`src/rtl/tank_pkg.sv`:
```
// Shared types and 7-segment patterns for the tank level controller.
//   state_t  : controller FSM states
//   level_t  : level class, encoded exactly as driven on level_code
//   SEG_*    : segment patterns for the level letter display
package tank_pkg;

   typedef enum logic [1:0] {
      S_INIT  = 2'd0,
      S_IDLE  = 2'd1,
      S_FILL  = 2'd2,
      S_FAULT = 2'd3
   } state_t;

   typedef enum logic [1:0] {
      HIGH = 2'b00,
      MID  = 2'b01,
      LOW  = 2'b10,
      FLT  = 2'b11
   } level_t;

   localparam logic [7:0] SEG_A    = 8'b0111_0111;
   localparam logic [7:0] SEG_N    = 8'b0101_0100;
   localparam logic [7:0] SEG_B    = 8'b0111_1100;
   localparam logic [7:0] SEG_D    = 8'b0101_1110;
   localparam logic [7:0] SEG_DASH = 8'b0100_0000;
   localparam logic [7:0] SEG_OFF  = 8'b0000_0000;

   // An invalid vector outside S_FAULT shows a steady "d".
   function automatic logic [7:0] level_seg(level_t lvl);
      case (lvl)
         HIGH:    return SEG_A;
         MID:     return SEG_N;
         LOW:     return SEG_B;
         default: return SEG_D;
      endcase
   endfunction

endpackage

```
`src/rtl/input_debounce.sv`:
```
// Two-flop synchroniser followed by a stability debouncer.
//   clk_2    in  clock
//   reset_n  in  asynchronous active-low reset
//   d_in     in  W   raw asynchronous inputs
//   stable   out W   last accepted vector
//   accepted out 1   one-cycle pulse when a vector has been stable DEB_CYCLES samples
module input_debounce #(
   parameter int W          = 4,
   parameter int DEB_CYCLES = 4
) (
   input  logic         clk_2,
   input  logic         reset_n,
   input  logic [W-1:0] d_in,
   output logic [W-1:0] stable,
   output logic         accepted
);

   localparam int            CW      = $clog2(DEB_CYCLES + 1);
   localparam logic [CW-1:0] CNT_MAX = CW'(DEB_CYCLES);

   logic [W-1:0]  sync1;
   logic [W-1:0]  sync2;
   logic [W-1:0]  prev;
   logic [CW-1:0] cnt;
   logic          same;

   assign same = (sync2 == prev);

   // The counter saturates at DEB_CYCLES, so a held vector is accepted once
   // and only a change in the synced vector re-arms it.
   always_ff @(posedge clk_2 or negedge reset_n) begin
      if (!reset_n) begin
         sync1    <= '0;
         sync2    <= '0;
         prev     <= '0;
         cnt      <= '0;
         stable   <= '0;
         accepted <= 1'b0;
      end else begin
         sync1    <= d_in;
         sync2    <= sync1;
         prev     <= sync2;
         accepted <= 1'b0;
         if (!same) begin
            cnt <= '0;
         end else if (cnt != CNT_MAX) begin
            cnt <= cnt + 1'b1;
            if (cnt == CNT_MAX - 1'b1) begin
               stable   <= sync2;
               accepted <= 1'b1;
            end
         end
      end
   end

endmodule

```
`src/rtl/tank_level_ctrl.sv`:
```
// Tank level controller: debounced float-switch thermometer code in,
// pump command, fault alarm, level class and 7-seg letter out.
//   clk_2       in  clock
//   reset_n     in  asynchronous active-low reset
//   sensor      in  NSENS raw float switches, bit0 = lowest
//   pump_on     out pump command (S_FILL)
//   alarm       out fault indicator (S_FAULT)
//   level_code  out 00 HIGH, 01 MID, 10 LOW, 11 FAULT/INIT
//   seg         out 7-seg pattern
//
// state   | meaning
// S_INIT  | waiting for a first accepted sensor vector
// S_IDLE  | level MID/HIGH, pump off
// S_FILL  | pumping until HIGH, dry-run watchdog running
// S_FAULT | invalid sensors or fill timeout, blinking "d"
module tank_level_ctrl
   import tank_pkg::*;
#(
   parameter int NSENS        = 4,
   parameter int LO_TH        = 1,
   parameter int HI_TH        = NSENS,
   parameter int DEB_CYCLES   = 4,
   parameter int FAULT_CYCLES = 8,
   parameter int FILL_TIMEOUT = 64,
   parameter int BLINK        = 16
) (
   input  logic             clk_2,
   input  logic             reset_n,
   input  logic [NSENS-1:0] sensor,
   output logic             pump_on,
   output logic             alarm,
   output logic [1:0]       level_code,
   output logic [7:0]       seg
);

   localparam int            KW      = $clog2(NSENS + 1);
   localparam int            FW      = $clog2(FAULT_CYCLES + 1);
   localparam int            WW      = $clog2(FILL_TIMEOUT + 1);
   localparam int            BW      = $clog2(BLINK + 1);
   localparam logic [FW-1:0] FC_MAX  = FW'(FAULT_CYCLES);
   localparam logic [WW-1:0] WD_MAX  = WW'(FILL_TIMEOUT);
   localparam logic [BW-1:0] BL_LAST = BW'(BLINK - 1);

   logic [NSENS-1:0] stable;
   logic             accepted;
   logic             seen_acc;
   logic [KW-1:0]    k;
   logic [KW-1:0]    k_last;
   logic [NSENS-1:0] mask;
   logic             valid;
   level_t           cls;
   logic [FW-1:0]    inv_cnt;
   logic [FW-1:0]    val_cnt;
   logic [WW-1:0]    wd_cnt;
   logic [BW-1:0]    blink_cnt;
   state_t           state;
   state_t           state_n;

   input_debounce #(.W(NSENS), .DEB_CYCLES(DEB_CYCLES)) u_deb (
      .clk_2    (clk_2),
      .reset_n  (reset_n),
      .d_in     (sensor),
      .stable   (stable),
      .accepted (accepted)
   );

   // Valid means a contiguous run of ones from bit0, i.e. stable equals the
   // mask of its own popcount.
   always_comb begin
      k = '0;
      for (int i = 0; i < NSENS; i++) k = k + KW'(stable[i]);
      mask = '0;
      for (int i = 0; i < NSENS; i++) if (KW'(i) < k) mask[i] = 1'b1;
      valid = (stable == mask);
      if (!valid)                 cls = FLT;
      else if (k >= KW'(HI_TH))   cls = HIGH;
      else if (k <  KW'(LO_TH))   cls = LOW;
      else                        cls = MID;
   end

   always_comb begin
      state_n = state;
      case (state)
         S_INIT: begin
            // seen_acc keeps S_INIT able to leave after a fault recovery,
            // when the held vector was already accepted before the fault.
            if (inv_cnt == FC_MAX)                               state_n = S_FAULT;
            else if ((accepted || seen_acc) && cls == LOW)       state_n = S_FILL;
            else if ((accepted || seen_acc) && (cls == MID || cls == HIGH))
                                                                 state_n = S_IDLE;
         end
         S_IDLE: begin
            if (inv_cnt == FC_MAX)  state_n = S_FAULT;
            else if (cls == LOW)    state_n = S_FILL;
         end
         S_FILL: begin
            if (inv_cnt == FC_MAX)      state_n = S_FAULT;
            else if (wd_cnt == WD_MAX)  state_n = S_FAULT;
            else if (cls == HIGH)       state_n = S_IDLE;
         end
         S_FAULT: begin
            if (val_cnt == FC_MAX)  state_n = S_INIT;
         end
         default: state_n = S_INIT;
      endcase
   end

   always_ff @(posedge clk_2 or negedge reset_n) begin
      if (!reset_n) begin
         state    <= S_INIT;
         seen_acc <= 1'b0;
         inv_cnt  <= '0;
         val_cnt  <= '0;
      end else begin
         state    <= state_n;
         seen_acc <= seen_acc | accepted;
         if (!valid) begin
            val_cnt <= '0;
            if (inv_cnt != FC_MAX) inv_cnt <= inv_cnt + 1'b1;
         end else begin
            inv_cnt <= '0;
            if (val_cnt != FC_MAX) val_cnt <= val_cnt + 1'b1;
         end
      end
   end

   // Dry-run watchdog: counts FILL cycles since the level last rose.
   always_ff @(posedge clk_2 or negedge reset_n) begin
      if (!reset_n) begin
         wd_cnt <= '0;
         k_last <= '0;
      end else if (state_n == S_FILL && state != S_FILL) begin
         wd_cnt <= '0;
         k_last <= k;
      end else if (state == S_FILL) begin
         if (k > k_last) begin
            wd_cnt <= '0;
            k_last <= k;
         end else if (wd_cnt != WD_MAX) begin
            wd_cnt <= wd_cnt + 1'b1;
         end
      end else begin
         wd_cnt <= '0;
      end
   end

   // Outputs follow state_n so they switch on the same edge as the state.
   always_ff @(posedge clk_2 or negedge reset_n) begin
      if (!reset_n) begin
         pump_on    <= 1'b0;
         alarm      <= 1'b0;
         level_code <= 2'b11;
         seg        <= SEG_DASH;
         blink_cnt  <= '0;
      end else begin
         pump_on <= (state_n == S_FILL);
         alarm   <= (state_n == S_FAULT);
         case (state_n)
            S_INIT: begin
               level_code <= 2'b11;
               seg        <= SEG_DASH;
            end
            S_FAULT: begin
               level_code <= 2'b11;
               if (state != S_FAULT) begin
                  seg       <= SEG_D;
                  blink_cnt <= '0;
               end else if (blink_cnt == BL_LAST) begin
                  blink_cnt <= '0;
                  seg       <= (seg == SEG_OFF) ? SEG_D : SEG_OFF;
               end else begin
                  blink_cnt <= blink_cnt + 1'b1;
               end
            end
            default: begin
               level_code <= cls;
               seg        <= level_seg(cls);
            end
         endcase
      end
   end

endmodule

```
`config.mk`:
```
export PLATFORM = sky130hd
export DESIGN_NAME = tank_level_ctrl
export DESIGN_NICKNAME = d
export VERILOG_FILES = /design/src/rtl/tank_pkg.sv /design/src/rtl/input_debounce.sv /design/src/rtl/tank_level_ctrl.sv
export SDC_FILE = /design/constraint.sdc
export NUM_CORES = 1
export LEC_CHECK = 0
export ABC_AREA = 1
export CELL_PAD_IN_SITES_DETAIL_PLACEMENT = 1
export CELL_PAD_IN_SITES_GLOBAL_PLACEMENT = 1
export CORE_UTILIZATION = 45
export DETAILED_ROUTE_END_ITERATION = 8
export PLACE_DENSITY_LB_ADDON = 0.05
export SLEW_MARGIN = 10
export SYNTH_ARGS = -nofsm -noshare
export SYNTH_HDL_FRONTEND = slang
export SYNTH_SLANG_ARGS = --single-unit
```
`constraint.sdc`:
```
create_clock -name clk_2 -period 6.57 [get_ports clk_2]
set_input_delay 1.314 -clock clk_2 [delete_from_list [all_inputs] [get_ports clk_2]]
set_output_delay 1.314 -clock clk_2 [all_outputs]
set_load 0.01 [all_outputs]
```
==> summary.txt, run 1 <==
PWR
------------------------------------------------------------------------------------------------------
Max rail drop VDD                                                                          0.0001713 V
Power density normalized to cell area                                                     365.9 nW/um^2
Leak Pwr                                                                                      1.565 nW
Overall Power                                                                                 1.184 mW

SYNTHESIS
------------------------------------------------------------------------------------------------------
Netlist area before placement                                                                2882 um^2
Mean instance size in the synthesized netlist                                               9.573 um^2
Leading area contributor after synthesis                                                       dfrtp_1
Ys Warns                                                                                             0
Share of Yosys cell area claimed by the top area cell type                                      46.03%
Sequential cell area fraction in the yosys report                                               48.76%
Number of cells produced by synthesis                                                              301
Post-synthesis sequential element count                                                             56
Share of flip-flops with an asynchronous set or reset                                           100.0%
Dominant synthesized flop cell                                                                 dfrtp_1
Number of synthesized flops with an enable pin                                                       0
Biggest area contributors in the synthesized netlist                                      dfrtp_1 (46%), ha_1 (10%), nand2_1 (7.7%)
Distinct cell type count after synthesis                                                            36
Net count of the mapped netlist                                                                    332

FINAL LAYOUT
------------------------------------------------------------------------------------------------------
Area overhead of the layout relative to synthesis                                               12.24%
Fraction of layout instances using a drive strength above 1                                     13.27%
End-of-flow core utilization                                                                    53.36%
Leading cell type in the layout, fill and taps excluded                                        nand2_1
Total inserted antenna cells                                                                         0
Filler-free cell count of the finished design                                                      399
Most frequent cells in the layout                                                         nand2_1 (59), dfrtp_1 (53), inv_1 (34), ha_1 (24), nor2_1 (21)
Final #Nets                                                                                        354

JOB
------------------------------------------------------------------------------------------------------
Reported max-cap violation count                                                                     0

STA
------------------------------------------------------------------------------------------------------
Final worst path period share                                                                   63.43%
Post-layout min period                                                                        4.167 ns
Slew Limit Fails                                                                                     0
Transition time at the pin with the least slew margin                                        0.7134 ns
Minimum hold slack                                                                           0.3568 ns
Slew headroom                                                                                   52.44%
Fmax                                                                                        0.2400 GHz
Hold Violations, Final                                                                               0
Setup repair after global routing missed its margin                                              false
Setup-violating endpoint count in the final report                                                   0
Worst clock skew                                                                           0.006648 ns
Total Negative Setup Slacks                                                                       0 ns

CLOCK NETWORK
------------------------------------------------------------------------------------------------------
Post-cts gate resize count                                                                           0
Clock tree from TritonCTS                                                                        built
Post-CTS setup repair buffer count                                                                   0
Clock transition at the register clock pins on the worst setup and hold paths after CTS        0.10 ns
Clock buffer depth                                                                                   2
TritonCTS Buffers                                                                                    5
CTS HTree Levels                                                                                     2
Post-CTS Hold Buffers                                                                                0
Sinks on Clock Net                                                                                  56
Skew-Pair Late Insertion Delay                                                                 0.31 ns
Cell at the root of the clock tree                                                            clkbuf_8

FLOORPLAN
------------------------------------------------------------------------------------------------------
Initial core utilization                                                                        47.54%
Die outline width                                                                             82.02 um
Number of cell rows                                                                                 28
Core area                                                                                    6061 um^2
Die area                                                                                     6727 um^2
Die span in y                                                                                 82.02 um
Num ports                                                                                           18

CRITICAL PATH
------------------------------------------------------------------------------------------------------
Kind of launch point of the worst setup path                                                  register
Crit path DAT                                                                                  4.37 ns
Worst-path maximum fanout                                                                            8
Type of the setup path with the least slack                                               register to register
Endpoint required time on the critical path                                                    6.78 ns
Setup crit end kind                                                                           register

DRT
------------------------------------------------------------------------------------------------------
Count of unresolved DRC violations after routing                                                     0
DRT Wirelength                                                                                5.360 mm
Routed wire length per instance                                                               13.43 um
DR vias                                                                                           2008
Router iterations before antenna repair                                                              4
Initial DRC Count                                                                                   40
Via/cell ratio                                                                                   5.033
Antenna violation net count after detailed routing                                                   0

GLOBAL ROUTING
------------------------------------------------------------------------------------------------------
Largest net degree at the start of global routing                                                   57
Fraction of met3 tracks used by global routing                                                  3.333%
Global Route Usage Sum                                                                          18.89%
Met1 capacity usage during global routing                                                       22.54%
Overflow after GRT                                                                                   0
Busiest layer in global routing                                                                   met2
Global-route wire length before repair                                                        9.418 mm
Via count of the first global-routing pass                                                        2091
Met2 usage in global routing                                                                    33.47%
Number of antenna violations at the first check in global routing                                    0

PLACEMENT
------------------------------------------------------------------------------------------------------
DPL Wire Length                                                                               4.152 mm
Routability Congestion                                                                          0.7879
Buffers added on ports                                                                              16
Instance count after placement with tap cells included                                             391

STATUS
------------------------------------------------------------------------------------------------------
Result of the run                                                                         finished clean

HOLD PATH
------------------------------------------------------------------------------------------------------
Classification of the worst-slack hold path                                               register to register

cell usage after synthesis (2+ instances only):
| library cell | instances |
|---|---|
| ha_1 | 24 |
| xor2_1 | 9 |
| nor2_2 | 4 |
| o21ai_1 | 5 |
| nand3b_1 | 3 |
| nand2_1 | 59 |
| a21oi_1 | 8 |
| nor3b_1 | 2 |
| nor3_1 | 2 |
| inv_1 | 34 |
| inv_2 | 8 |
| nor4_1 | 2 |
| nand3_4 | 2 |
| dfrtp_1 | 53 |
| nor2_8 | 2 |
| dfstp_2 | 3 |
| nand2_2 | 4 |
| nand3_2 | 2 |
| o21ai_0 | 14 |
| nor2_4 | 2 |
| o31ai_1 | 2 |
| nor2_1 | 21 |
| a21oi_2 | 3 |
| buf_4 | 2 |
| nand3_1 | 14 |
| xnor2_1 | 7 |
registers in the layout (all words and copies together), names as in the netlist, 2 cells and up:
signal and count:
wd_cnt 7, seg 6, blink_cnt 5, inv_cnt 4, u_deb.prev 4, u_deb.stable 4, u_deb.sync1 4, u_deb.sync2 4
val_cnt 4, k_last 3, u_deb.cnt 3, level_code 2, state 2
critical path: stages (launching register included):
cell and delay [ns]:
dfrtp_1 0.35, inv_1 0.08, fa_1 0.53, inv_1 0.04
ha_1 0.19, inv_1 0.09, ha_1 0.26, a21oi_1 0.19
xor2_1 0.12, nor2_4 0.22, o21ai_0 0.19, inv_1 0.16
ha_1 0.20, nor2_1 0.05, o21ai_0 0.18, a21oi_2 0.12
nor2_8 0.16, inv_2 0.07, ha_1 0.36, inv_1 0.08
or2_2 0.27, nand3_1 0.08, nand2_1 0.06
path summary, 6_finish.rpt:
check | startpoint | to | slack (ns) | depth (start not counted)
setup reg to reg | u_deb.stable[0]$_DFFE_PN0P_ | seg[1]$_DFFE_PN0P_ | 2.40 | 22
hold reg to reg | u_deb.sync1[0]$_DFF_PN0_ | u_deb.sync2[0]$_DFF_PN0_ | 0.36 | 0
setup / recovery | u_deb.stable[0]$_DFFE_PN0P_ | seg[1]$_DFFE_PN0P_ | 2.40 | 22
hold / removal | u_deb.sync1[0]$_DFF_PN0_ | u_deb.sync2[0]$_DFF_PN0_ | 0.36 | 0
min in group asynchronous | reset_n | u_deb.cnt[0]$_DFFE_PN0P_ | 1.12 | 2
max in group asynchronous | reset_n | blink_cnt[4]$_DFFE_PN0N_ | 4.96 | 2
area by class of cell:
cell class              instances  area (um^2)
inverters                      43        161.4
clock buffers                   5        68.82
flip-flops and latches         56         1405
fillers                       700         2826
multi-input cells             200         1300
well taps                      75        93.84
repair buffers                 17        162.7
clock inverters                 3        42.54
metal layers:
layer  up-vias  share of wire, %
li1        994                 -
met1       993                46
met2        14                50
met3         7               1.7
met4         0               1.8
met5         -                 0
power breakdown:
part / internal (mW) / leakage, nW / switching (mW)
Combinational: 0.200 / 0.793 / 0.293
Sequential: 0.417 / 0.718 / 0.0501
Clock: 0.113 / 0.0541 / 0.110
stage by stage:
stage          instance area [um^2]  setup WS [ns]
2_1_floorplan                  2882          2.780
3_3_place_gp                   3123          2.564
3_5_place_dp                   3123          2.391
4_1_cts                        3234          2.349
5_1_grt                        3234          1.996
6_report                       3234          2.403
logic make-up (layout without fill, tap and decap cells):
logic type               Yosys count  count (layout)  synth area share (%)
AND/OR/NAND/NOR                  123             123                 21.88
XOR/XNOR                          16              16                 4.863
AO/OA/AOI/OAI                     34              34                 6.730
buffers and inverters             45              68                 6.122
multiplexers                       1               1                0.3908
other                              1               1                0.1301
flip-flops                        56              56                 48.76
adder cells (fa/ha/maj)           25              25                 11.12
Note: power is estimated with default switching activity, not from simulation.
==> inputs of run 2 (changes only) <==
- CORE_UTILIZATION: 45 -> 41
- clock period: 6.57 -> 3.4 ns (I/O delays scaled with it)
==> summary.txt, run 2 (same netlist as run 1, synthesis figures left out) <==
STA
------------------------------------------------------------------------------------------------------
Minimum hold slack                                                                           0.3022 ns
Setup WS post-layout                                                                       -0.08109 ns
Hold Violations, Final                                                                               0
Final worst path period share                                                                   102.4%
Total Negative Setup Slacks                                                                 -0.2158 ns
Setup repair after global routing missed its margin                                               true
Post-layout min period                                                                        3.481 ns
Setup-violating endpoint count in the final report                                                   4
Slew Limit Fails                                                                                     0
Fmax                                                                                        0.2873 GHz
Worst clock skew                                                                            0.01317 ns

PWR
------------------------------------------------------------------------------------------------------
Power density normalized to cell area                                                     699.4 nW/um^2
Combinational cell fraction of total power                                                       51.9%
Overall Power                                                                                 2.613 mW
Leak Pwr                                                                                      1.745 nW
Share of total power in sequential cells                                                         34.6%
Switching power                                                                               1.031 mW
Power Internal                                                                                1.582 mW
Clk network pwr share                                                                            13.5%
Max rail drop VDD                                                                          0.0003195 V
Switching share of total power                                                                  39.46%

FLOORPLAN
------------------------------------------------------------------------------------------------------
Number of cell rows                                                                                 30
Die span in y                                                                                 85.84 um
Die area                                                                                     7368 um^2
Initial core utilization                                                                        42.41%
Core area                                                                                    6794 um^2
Die outline width                                                                             85.84 um
Num ports                                                                                           18

CRITICAL PATH
------------------------------------------------------------------------------------------------------
Endpoint of the worst register-to-register path                                           seg[1]$_DFFE_PN0P_
Cell type group with the largest total delay on the critical path                         simple AND/OR/NAND/NOR gates
Crit path capture                                                                         seg[1]$_DFFE_PN0P_
Setup crit end kind                                                                           register
Origin of the critical flop-to-flop path                                                  u_deb.stable[3]$_DFFE_PN0P_
Critical path origin                                                                      u_deb.stable[3]$_DFFE_PN0P_
Critical-path top delay cell                                                                      fa_1
Peak per-stage delay on the critical path                                                      0.43 ns
Crit path DAT                                                                                  3.68 ns
Endpoint required time on the critical path                                                    3.60 ns
Crit path buffers/inverters                                                                          7
Type of the setup path with the least slack                                               register to register
Reg2Reg Depth                                                                                       25
Kind of launch point of the worst setup path                                                  register
Worst-path maximum fanout                                                                            3
R2r setup slk                                                                                 -0.08 ns
Levels on crit path                                                                                 25

HOLD PATH
------------------------------------------------------------------------------------------------------
Classification of the worst-slack hold path                                               input port to asynchronous set/reset pin

GLOBAL ROUTING
------------------------------------------------------------------------------------------------------
Number of antenna violations at the first check in global routing                                    0
Via count of the first global-routing pass                                                        2270
Largest net degree at the start of global routing                                                   23
Global Route Usage Sum                                                                          18.29%
Overflow after GRT                                                                                   0
Global-route wire length before repair                                                        10.46 mm

STATUS
------------------------------------------------------------------------------------------------------
Result of the run                                                                         finished with violations
Violations in the final reports                                                           setup timing

FINAL LAYOUT
------------------------------------------------------------------------------------------------------
Most frequent cells in the layout                                                         dfrtp_1 (53), nand2_1 (46), buf_4 (32), inv_1 (23), nor2_1 (20)
Final #Nets                                                                                        387
Area overhead of the layout relative to synthesis                                               29.66%
Registers with the most flip-flops                                                        wd_cnt: 7 flops, seg: 6 flops, blink_cnt: 5 flops
Total inserted antenna cells                                                                         0
Register with the highest flop count                                                            wd_cnt
Leading cell type in the layout, fill and taps excluded                                        dfrtp_1
Fraction of layout instances using a drive strength above 1                                     33.15%
Number of flip-flops in the largest register                                                         7

DRT
------------------------------------------------------------------------------------------------------
Count of unresolved DRC violations after routing                                                     0
Router iterations before antenna repair                                                              4
Antenna violation net count after detailed routing                                                   0
Routed wire length per instance                                                               13.66 um
Via/cell ratio                                                                                   4.726
DRT Wirelength                                                                                6.173 mm
DR vias                                                                                           2136
Initial DRC Count                                                                                   44

CLOCK NETWORK
------------------------------------------------------------------------------------------------------
Skew-Pair Late Insertion Delay                                                                 0.31 ns
CTS HTree Levels                                                                                     2
Post-CTS Hold Buffers                                                                                0
Sinks on Clock Net                                                                                  56
Clock buffer depth                                                                                   2
Cell at the root of the clock tree                                                            clkbuf_8
TritonCTS Buffers                                                                                    5
Clock transition at the register clock pins on the worst setup and hold paths after CTS        0.10 ns
Clock tree from TritonCTS                                                                        built

PLACEMENT
------------------------------------------------------------------------------------------------------
Routability Congestion                                                                          0.7486
Buffers added on ports                                                                              16
DPL Wire Length                                                                               4.481 mm

JOB
------------------------------------------------------------------------------------------------------
Reported max-cap violation count                                                                     0

==> run 2: stage by stage <==
stage,instances,area (um^2),util [%],worst slack [ns]
3_5_place_dp,430,3422,50.37,-0.1840
4_1_cts,446,3611,53.15,-0.01559
3_3_place_gp,430,3422,50.37,-0.1210
2_1_floorplan,301,3019,-,-0.07208
6_report,452,3736,54.99,-0.08109
5_1_grt,452,3736,54.99,-0.2877
==> run 2: what timing repair did <==
action                                  CTS  global route
gates resized for setup                  12            23
endpoints found under the setup margin   11            16
pin swaps                                14             2
setup buffers                             9             7
==> run 2: layer usage <==
layer | vias up | global-route usage, % | wire [um]
li1 | 1065 | - | -
met1 | 1048 | 22.53 | 2741
met2 | 16 | 32.80 | 3221
met3 | 7 | 3.176 | 132
met4 | 0 | 5.455 | 78
met5 | - | 0 | 0
==> run 2: layout make-up <==
cell class | count | area (um^2)
fill | 761 | 3058
multi-input combinational | 200 | 1538
sequential | 56 | 1405
timing repair buffer | 50 | 417.9
inverter | 43 | 173.9
tap | 96 | 120.1
clock buffer | 5 | 68.82
clock inverter | 2 | 12.51
==> run 2: worst min path at each step <==
stage	endpoint	start	depth (start not counted)	slack, ns
after detailed placement	u_deb.sync2[2]$_DFF_PN0_	u_deb.sync1[2]$_DFF_PN0_	0	0.34
after CTS	val_cnt[3]$_DFFE_PN0P_	reset_n	1	0.31
final	val_cnt[3]$_DFFE_PN0P_	reset_n	1	0.30
after global routing	val_cnt[3]$_DFFE_PN0P_	reset_n	1	0.31
after global placement	u_deb.sync2[3]$_DFF_PN0_	u_deb.sync1[3]$_DFF_PN0_	0	0.33
after floorplan	u_deb.sync2[0]$_DFF_PN0_	u_deb.sync1[0]$_DFF_PN0_	0	0.33
==> run 2: power groups by stage <==
| stage | clock network (mW) | registers, mW | logic, mW |
|---|---|---|---|
| 3_3_place_gp | 0 | 0.914 | 1.13 |
| 4_1_cts | 0.371 | 0.906 | 1.23 |
| 3_5_place_dp | 0 | 0.919 | 1.17 |
| 6_report | 0.352 | 0.904 | 1.36 |
| 2_1_floorplan | 0 | 0.917 | 0.764 |
| 5_1_grt | 0.392 | 0.921 | 1.52 |
==> inputs of run 3 (changes only) <==
- ABC_AREA: 1 -> default
- CORE_UTILIZATION: 41 -> 42
==> summary.txt, run 3 <==
SYNTHESIS
------------------------------------------------------------------------------------------------------
Ys Warns                                                                                             0
Share of flip-flops with an asynchronous set or reset                                           100.0%
Sequential cell area fraction in the yosys report                                               49.41%
Post-synthesis sequential element count                                                             56
Netlist area before placement                                                                2844 um^2
Biggest area contributors in the synthesized netlist                                      dfrtp_1 (47%), ha_1 (11%), inv_1 (3.4%)
Number of synthesized flops with an enable pin                                                       0
Most frequently used cell type in the post-synthesis netlist                                   dfrtp_1
Dominant synthesized flop cell                                                                 dfrtp_1
Distinct cell type count after synthesis                                                            50
Leading area contributor after synthesis                                                       dfrtp_1
Mean instance size in the synthesized netlist                                               10.65 um^2
Number of cells produced by synthesis                                                              267
Most common library cells after synthesis                                                 dfrtp_1 (53), inv_1 (26), ha_1 (24), nor2_1 (24), nand2_1 (18)
Share of Yosys cell area claimed by the top area cell type                                      46.63%
Net count of the mapped netlist                                                                    298

FLOORPLAN
------------------------------------------------------------------------------------------------------
Die span in y                                                                                 84.29 um
Core area                                                                                    6459 um^2
Initial core utilization                                                                        44.03%
Die outline width                                                                             84.29 um
Die area                                                                                     7105 um^2
Num ports                                                                                           18
Number of cell rows                                                                                 29

PLACEMENT
------------------------------------------------------------------------------------------------------
DPL Wire Length                                                                               4.319 mm
DP Area                                                                                      3278 um^2
Routability Congestion                                                                          0.7563
Buffers added on ports                                                                              16
Instance count after placement with tap cells included                                             377

DRT
------------------------------------------------------------------------------------------------------
Count of unresolved DRC violations after routing                                                     5
Router iterations before antenna repair                                                              6
Routed wire length per instance                                                               15.12 um
Initial DRC Count                                                                                   47
DRT Wirelength                                                                                6.138 mm
Antenna violation net count after detailed routing                                                   0
DR vias                                                                                           2073
Via/cell ratio                                                                                   5.106

PWR
------------------------------------------------------------------------------------------------------
Switching power                                                                              0.8694 mW
Share of total power in sequential cells                                                         40.7%
Power density normalized to cell area                                                     623.2 nW/um^2
Clk network pwr share                                                                            16.1%
Power Internal                                                                                1.415 mW
Combinational cell fraction of total power                                                       43.2%
Max rail drop VDD                                                                          0.0002499 V
Switching share of total power                                                                  38.07%
Leak Pwr                                                                                      1.722 nW

CLOCK NETWORK
------------------------------------------------------------------------------------------------------
Skew-Pair Late Insertion Delay                                                                 0.31 ns
Post-CTS Hold Buffers                                                                                0
Clock transition at the register clock pins on the worst setup and hold paths after CTS        0.10 ns
Clock buffer depth                                                                                   2
Cell at the root of the clock tree                                                            clkbuf_8
TritonCTS Buffers                                                                                    5
CTS HTree Levels                                                                                     2
Clock tree from TritonCTS                                                                        built
Sinks on Clock Net                                                                                  56

FINAL LAYOUT
------------------------------------------------------------------------------------------------------
Fraction of layout instances using a drive strength above 1                                     29.79%
Sequential cell area                                                                         1405 um^2
Area overhead of the layout relative to synthesis                                               28.86%
Final #Nets                                                                                        359
Multi-input logic area                                                                       1478 um^2
Leading cell type in the layout, fill and taps excluded                                        dfrtp_1
Total inserted antenna cells                                                                         0
Number of flip-flops in the largest register                                                         7
Count of filler cells inserted in the layout                                                       714
Most frequent cells in the layout                                                         dfrtp_1 (53), buf_4 (42), nor2_1 (23), inv_1 (22), nand2_1 (18)
Registers with the most flip-flops                                                        wd_cnt: 7 flops, seg: 6 flops, blink_cnt: 5 flops
Register with the highest flop count                                                            wd_cnt
Filler-free cell count of the finished design                                                      406
Post-route cell area                                                                         3665 um^2

STA
------------------------------------------------------------------------------------------------------
Setup-violating endpoint count in the final report                                                   9
Post-layout min period                                                                        3.819 ns
Worst clock skew                                                                           0.003081 ns
Minimum hold slack                                                                           0.3534 ns
Slew headroom                                                                                   57.91%
Setup WS post-layout                                                                        -0.4189 ns
Hold Violations, Final                                                                               0
Final worst path period share                                                                   112.3%
Transition time at the pin with the least slew margin                                        0.6247 ns
Slew Limit Fails                                                                                     0
Total Negative Setup Slacks                                                                  -2.482 ns
Setup repair after global routing missed its margin                                               true
Fmax                                                                                        0.2619 GHz

CRITICAL PATH
------------------------------------------------------------------------------------------------------
Worst-path maximum fanout                                                                            3
Endpoint required time on the critical path                                                    3.64 ns
Type of the setup path with the least slack                                               register to register
Critical path origin                                                                      u_deb.stable[0]$_DFFE_PN0P_
Crit path DAT                                                                                  4.06 ns
Setup crit end kind                                                                           register
Origin of the critical flop-to-flop path                                                  u_deb.stable[0]$_DFFE_PN0P_
Kind of launch point of the worst setup path                                                  register

GLOBAL ROUTING
------------------------------------------------------------------------------------------------------
Via count of the first global-routing pass                                                        2224
Global-route wire length before repair                                                        10.31 mm
Global Route Usage Sum                                                                          18.33%
Largest net degree at the start of global routing                                                   32
Number of antenna violations at the first check in global routing                                    0
Overflow after GRT                                                                                   0

STATUS
------------------------------------------------------------------------------------------------------
Result of the run                                                                         finished with violations
Violations in the final reports                                                           DRC, setup timing

HOLD PATH
------------------------------------------------------------------------------------------------------
Classification of the worst-slack hold path                                               input port to asynchronous set/reset pin

JOB
------------------------------------------------------------------------------------------------------
Reported max-cap violation count                                                                     0

[run 3: cell count changes after synthesis, moves of 4 or more]
cell / change
o21ai_0: -5
nor2b_1: +6
inv_1: -8
inv_2: -8
nand2_2: -4
a21oi_1: +4
nand2_1: -41
o21ai_1: -5
mux2_2: +7
[run 3: cells by family after synthesis]
kind of cell    after synthesis  share of synthesized area, %
simple gates                 84                         14.91
flops                        56                         49.41
compound gates               43                         10.65
buf+inv                      32                         4.883
fa+ha+maj                    25                         11.26
xor+xnor                     17                         5.236
mux                           9                         3.520
other cells                   1                        0.1319
[run 3: through the flow]
stage / util [%] / setup slack [ns] / total power, mW
floorplan: - / -0.1846 / 1.486
global placement: 50.76 / -0.2842 / 1.774
detailed placement: 50.76 / -0.3444 / 1.808
CTS: 54.20 / -0.2778 / 2.217
global route: 56.74 / -0.5440 / 2.461
finish: 56.74 / -0.4189 / 2.284
[run 3: cell type report]
| class | instances | share of cell area (%) |
|---|---|---|
| timing repair buffer | 60 | 13.45 |
| tap | 77 | 2.629 |
| multi-input combinational | 179 | 40.32 |
| sequential | 56 | 38.34 |
| clock inverter | 3 | 0.6487 |
| inverter | 26 | 2.731 |
| clock buffer | 5 | 1.878 |
[run 3: repair_timing]
item / CTS / global route
gates resized for setup: 4 / 23
pin swaps: 5 / 6
endpoints found under the setup margin: 12 / 15
setup buffers: 15 / 7
[run 3: path summary, 6_finish.rpt]
path | endpoint | slack (ns) | depth (start not counted)
max | level_code[1]$_DFF_PN1_ | -0.42 | 21
max in group asynchronous | seg[6]$_DFFE_PN1P_ | 2.20 | 2
min reg2reg | u_deb.sync2[3]$_DFF_PN0_ | 0.36 | 0
max reg2reg | level_code[1]$_DFF_PN1_ | -0.42 | 21
min in group clk_2 | u_deb.sync2[3]$_DFF_PN0_ | 0.36 | 0
min | wd_cnt[6]$_DFFE_PN0P_ | 0.35 | 1
[run 3: power groups by stage]
| stage | clock (mW) | sequential, mW | combinational (mW) |
|---|---|---|---|
| floorplan | 0 | 0.921 | 0.565 |
| global placement | 0 | 0.935 | 0.839 |
| detailed placement | 0 | 0.939 | 0.868 |
| CTS | 0.379 | 0.926 | 0.913 |
| global route | 0.407 | 0.952 | 1.10 |
| finish | 0.368 | 0.929 | 0.987 |
[run 3: per-layer routing]
metal  global-route usage, %  wire [um]  up-vias
li1                        -          -     1021
met1                   22.95       2742     1025
met2                   32.86       3200       19
met3                   2.852        112        8
met4                   5.172         82        0
met5                       0          0        -
[run 3: critical path, stage by stage, from the launching register on]
cell and delay (ns):
dfrtp_1 0.39, inv_2 0.06, fa_1 0.53, inv_1 0.05, ha_2 0.17, inv_2 0.09, ha_4 0.20, mux2i_1 0.13
o31ai_2 0.28, o211ai_1 0.17, buf_4 0.19, buf_4 0.13, buf_4 0.12, buf_4 0.12, buf_4 0.12, buf_4 0.12
buf_4 0.12, buf_4 0.12, buf_4 0.12, buf_4 0.12, buf_4 0.12, a211o_1 0.27
